--- src/rtl/grad_mag_feeder.sv ---
// Gradient magnitude-squared feeder: squares a {gy, gx} pair, sums, shifts and
// saturates into the cartesian input of a sqrt CORDIC, with frame/saturation stats.
module grad_mag_feeder #(
  parameter int GW    = 8,
  parameter int SHIFT = 0,
  parameter int OW    = 16
) (
  input  logic              aclk,
  input  logic              reset,
  input  logic              en,
  input  logic              s_axis_tvalid,
  output logic              s_axis_tready,
  input  logic [2*GW-1:0]   s_axis_tdata,
  input  logic              s_axis_tlast,
  output logic              m_axis_cartesian_tvalid,
  output logic [OW-1:0]     m_axis_cartesian_tdata,
  output logic              m_tlast,
  output logic              frame_done,
  output logic [15:0]       pix_cnt,
  output logic [15:0]       sat_cnt
);

  localparam int PW = 2 * GW;
  localparam int SW = PW + 1;
  localparam int XW = (SW > OW) ? SW : OW;
  localparam logic [XW:0] LIMIT = (XW + 1)'(1) << OW;

  logic                 accept;
  logic signed [GW-1:0] gx, gy;
  logic signed [PW-1:0] prod_x, prod_y;

  assign s_axis_tready = en & ~reset;
  assign accept        = s_axis_tvalid & s_axis_tready;
  assign gx            = s_axis_tdata[GW-1:0];
  assign gy            = s_axis_tdata[PW-1:GW];
  assign prod_x        = gx * gx;
  assign prod_y        = gy * gy;

  // Stage 1: squared components
  logic          v1;
  logic          last1;
  logic [PW-1:0] sq_x, sq_y;

  always_ff @(posedge aclk) begin
    if (reset) begin
      v1 <= 1'b0;
    end else begin
      v1 <= accept;
    end
    if (accept) begin
      sq_x  <= prod_x;
      sq_y  <= prod_y;
      last1 <= s_axis_tlast;
    end
  end

  // Stage 2: sum, shift, saturate
  logic [SW-1:0] sum;
  logic [XW-1:0] shifted;
  logic          sat;
  logic [OW-1:0] mag;
  logic          sat2;

  always_comb begin
    sum     = {1'b0, sq_x} + {1'b0, sq_y};
    shifted = XW'(sum >> SHIFT);
    sat     = {1'b0, shifted} >= LIMIT;
    mag     = sat ? '1 : OW'(shifted);
  end

  always_ff @(posedge aclk) begin
    if (reset) begin
      m_axis_cartesian_tvalid <= 1'b0;
      m_axis_cartesian_tdata  <= '0;
      m_tlast                 <= 1'b0;
      sat2                    <= 1'b0;
    end else begin
      m_axis_cartesian_tvalid <= v1;
      if (v1) begin
        m_axis_cartesian_tdata <= mag;
        m_tlast                <= last1;
        sat2                   <= sat;
      end
    end
  end

  // A beat arriving in the frame_done cycle starts the next frame at 1.
  always_ff @(posedge aclk) begin
    if (reset) begin
      frame_done <= 1'b0;
      pix_cnt    <= '0;
      sat_cnt    <= '0;
    end else begin
      frame_done <= m_axis_cartesian_tvalid & m_tlast;
      if (m_axis_cartesian_tvalid) begin
        pix_cnt <= (frame_done ? 16'd0 : pix_cnt) + 16'd1;
      end else if (frame_done) begin
        pix_cnt <= '0;
      end
      if (m_axis_cartesian_tvalid && sat2 && sat_cnt != 16'hFFFF) begin
        sat_cnt <= sat_cnt + 16'd1;
      end
    end
  end

endmodule

--- config.mk ---
export PLATFORM = sky130hd
export DESIGN_NAME = grad_mag_feeder
export DESIGN_NICKNAME = d
export VERILOG_FILES = /design/src/rtl/grad_mag_feeder.sv
export SDC_FILE = /design/constraint.sdc
export NUM_CORES = 1
export LEC_CHECK = 0
export ABC_AREA = 1
export ABC_CLOCK_PERIOD_IN_PS = 4720
export CORE_ASPECT_RATIO = 1.75
export CORE_UTILIZATION = 40
export CTS_CLUSTER_SIZE = 28
export DETAILED_ROUTE_END_ITERATION = 6
export DONT_BUFFER_PORTS = 1
export GPL_TIMING_DRIVEN = 0
export SYNTH_ARGS = -nofsm -noshare
export SYNTH_HDL_FRONTEND = slang
export SYNTH_SLANG_ARGS = --single-unit
export TNS_END_PERCENT = 30
--- constraint.sdc ---
create_clock -name aclk -period 4.72 [get_ports aclk]
set_clock_uncertainty 0.05 [all_clocks]
set_input_delay 0.708 -clock aclk [delete_from_list [all_inputs] [get_ports aclk]]
set_output_delay 0.708 -clock aclk [all_outputs]
set_load 0.05 [all_outputs]
==> reports/metrics.yaml <==
status: "finished clean"
reg2reg_setup_slack_ns: 2.46
crit_required_ns: 4.77
holdPathEnd: "last1"
drt-total-wl_microns: 19200
synth_top_area_share_pct: 19.1
dieArea_sq_mm: 0.0229
synth_nets: 1348
ios: 73
r2r_cells: 9
grt_first_pass_wirelength_microns: 32000
crit-reg2reg-launch: "sat_cnt[0]"
synth_area_sq_mm: 0.00889
num-nets-final: 1359
setup_viol: 0
cts_tree: "yes"
vdd_ir_drop_max_mv: 0.188
postCtsHoldBufs: 0
power_density_mw_per_mm2: 460
leakagePower_nw: 4.86
synth-async-reset-ratio_pct: 0
fin_crit_ns: 4.51
ys_ff_latch: 84
cts_resized: 0
synth_largest_area_cell: "fa_1"
hold_start: "s_axis_tlast"
holdPathStages: 0
synth_cell_types: 40
synth-edff-count: 31
syn_area_per_cell_sq_um: 7.61
placed_cell_area_sq_mm: 0.00926
antenna_left: 0
clock-sinks: 84
worstMarginPinSlew_ns: 0.877
cap_violations: 0
core_area_sq_mm: 0.0217
synth_flop_cell: "dfxtp_1"
vias: 7034
pwr-share-comb_pct: 60.0
swShare_pct: 45.0
dp_hpwl_microns: 16200
vias_per_cell: 4.76
yosysMostFrequentCell: "inv_1"
yosysWarnings: 0
timing.rr.end: "sat_cnt[14]"
firstDrtPassIters: 4
layout_setup_ws_ns: 0.210
p_sw_mw: 1.99
cp.arrival_ns: 4.56
hold_viol: 0
crit_fanout: 8
clockRootBuffer: "clkbuf_16"
grt_pass1_vias: 7173
cts_setup_buffers: 0
grt_util_all_layers_pct: 17.9
clk_pin_slew_ns: 0.07
slew_violations: 0
clockBufferDepth: 2
rsz0062_at_grt: "yes"
port_buffers: 0
initial_core_util_pct: 41.0
clkLatencyLatePin_ns: 0.34
synthTopCellsByArea: "fa_1 19%, inv_1 12%, dfxtp_1 12%"
seq_power_share_pct: 23.3
fmax_ghz: 0.222
antenna_found_initial: 1
ys_seq_area_share_pct: 22.4
gr-total-overflow: 0
place_congestion: 0.886
timing.final.crit_share_pct: 95.5
netlist_instances: 1168
critPathCaptureType: "flop"
die_w_microns: 115
dr.first_iter.drc_count: 261
worstHoldPathType: "primary input to flop"
syn_to_final_growth_pct: 7.92
place_ws_ns: -0.352
avgRoutedWirePerCell_microns: 13.0
drc_errors: 0
synth.top_cells.by_count: "283 x inv_1, 244 x nand2_1, 85 x fa_1, 85 x nor2_1, 74 x ha_1"
cts_made_buffers: 9
fin_total_pwr_mw: 4.42
slew_headroom_pct: 41.3
rows: 71
path_class: "primary input to flop"
internal_power_mw: 2.43
final_layout_size_suffix_gt1_share_pct: 5.91
crit_path_start_kind: "primary input"
timing.hold.ws_ns: 0.407
clkPwrFrac_pct: 16.7
postLayoutCoreUtil_pct: 44.3
h-tree-depth: 3
grt_max_degree: 32
die_h_microns: 199
final_area_sq_mm: 0.00960
[worst max-delay path, cell delays in order]
cell,delay [ns]
clkbuf_1,0.20
nand2_2,0.13
inv_1,0.09
fa_2,0.61
inv_1,0.11
fa_1,0.54
inv_1,0.05
fa_1,0.54
inv_1,0.06
fa_1,0.52
inv_1,0.04
ha_2,0.36
nand2_1,0.06
nor2_1,0.15
nand3_1,0.10
nand3_1,0.12
inv_1,0.05
nand2_1,0.06
nand2_1,0.06
[stage by stage]
stage / std cells / TNS (ns)
floorplan: 1168 / 0
global placement: 1460 / -2.35
detailed placement: 1460 / -2.73
CTS: 1476 / 0
global route: 1478 / -0.0764
finish: 1478 / 0
[cell type report]
type / instances / area (sq um)
Clock buffer: 9 / 225
Fill cell: 2266 / 12100
Sequential cell: 84 / 1990
Multi-Input combinational cell: 766 / 5680
Clock inverter: 7 / 83.8
Buffer: 31 / 170
Antenna cell: 2 / 5.00
Inverter: 287 / 1080
Tap cell: 292 / 365
[cells in the final DEF, fill, tap and decap left out, types with 3 or more instances in the layout]
cell type and count:
dfxtp_1 53, edfxtp_1 31, nand3_1 50, nor3_2 3, nand4_1 15, buf_6 5, clkbuf_2 8, o21bai_1 8
or2_2 5, nor2_1 84, inv_1 283, nand2_2 7, ha_1 73, xnor2_1 27, nor2_2 4, clkbuf_1 13
a21oi_1 53, inv_2 3, fa_1 84, clkbuf_16 9, o21ai_0 36, xor2_1 34, nand2_1 243, nor3_1 15
nand3_2 3
[state kept, by name, summed over array words and instances (netlist names)]
register / count
sq_y: 15
v1: 1
sat2: 1
sat_cnt: 16
sq_x: 15
m_tlast: 1
m_axis_cartesian_tdata: 16
pix_cnt: 16
last1: 1
frame_done: 1
m_axis_cartesian_tvalid: 1
[power by group through the flow]
stage,registers (mW),clock network (mW),logic [mW]
2_1_floorplan,1.02,0,2.16
3_3_place_gp,1.04,0,2.64
3_5_place_dp,1.05,0,2.68
4_1_cts,1.03,0.759,2.69
5_1_grt,1.03,0.785,3.11
6_report,1.03,0.738,2.65
[logic make-up (layout without fill, tap and decap cells)]
kind of cell / Yosys count / count (layout) / synth area share [%]
buf+inv: 318 / 334 / 13.9
compound gates: 106 / 106 / 6.57
simple gates: 440 / 440 / 21.6
xor+xnor: 61 / 61 / 6.01
flops: 84 / 84 / 22.4
other cells: 0 / 2 / 0
fa+ha+maj: 159 / 159 / 29.5
[worst max-delay path by stage]
| stage | start | endpoint | slack [ns] | depth (start not counted) |
|---|---|---|---|---|
| global placement | s_axis_tdata[2] | sq_x[14] | -0.31 | 13 |
| finish | s_axis_tdata[10] | sq_y[15] | 0.21 | 19 |
| CTS | s_axis_tdata[2] | sq_x[14] | 0.003 | 13 |
| floorplan | s_axis_tdata[15] | sq_y[15] | 0.11 | 19 |
| detailed placement | s_axis_tdata[2] | sq_x[14] | -0.35 | 13 |
| global route | s_axis_tdata[4] | sq_x[12] | -0.04 | 16 |
[routing by layer]
layer	global-route usage (%)	up-vias	share of wire [%]
li1	-	3565	-
met1	15.5	3290	33
met2	37.7	136	58
met3	2.43	43	4.2
met4	9.72	0	4.7
met5	0	-	0
No activity file was read; power rests on OpenSTA's default activity.
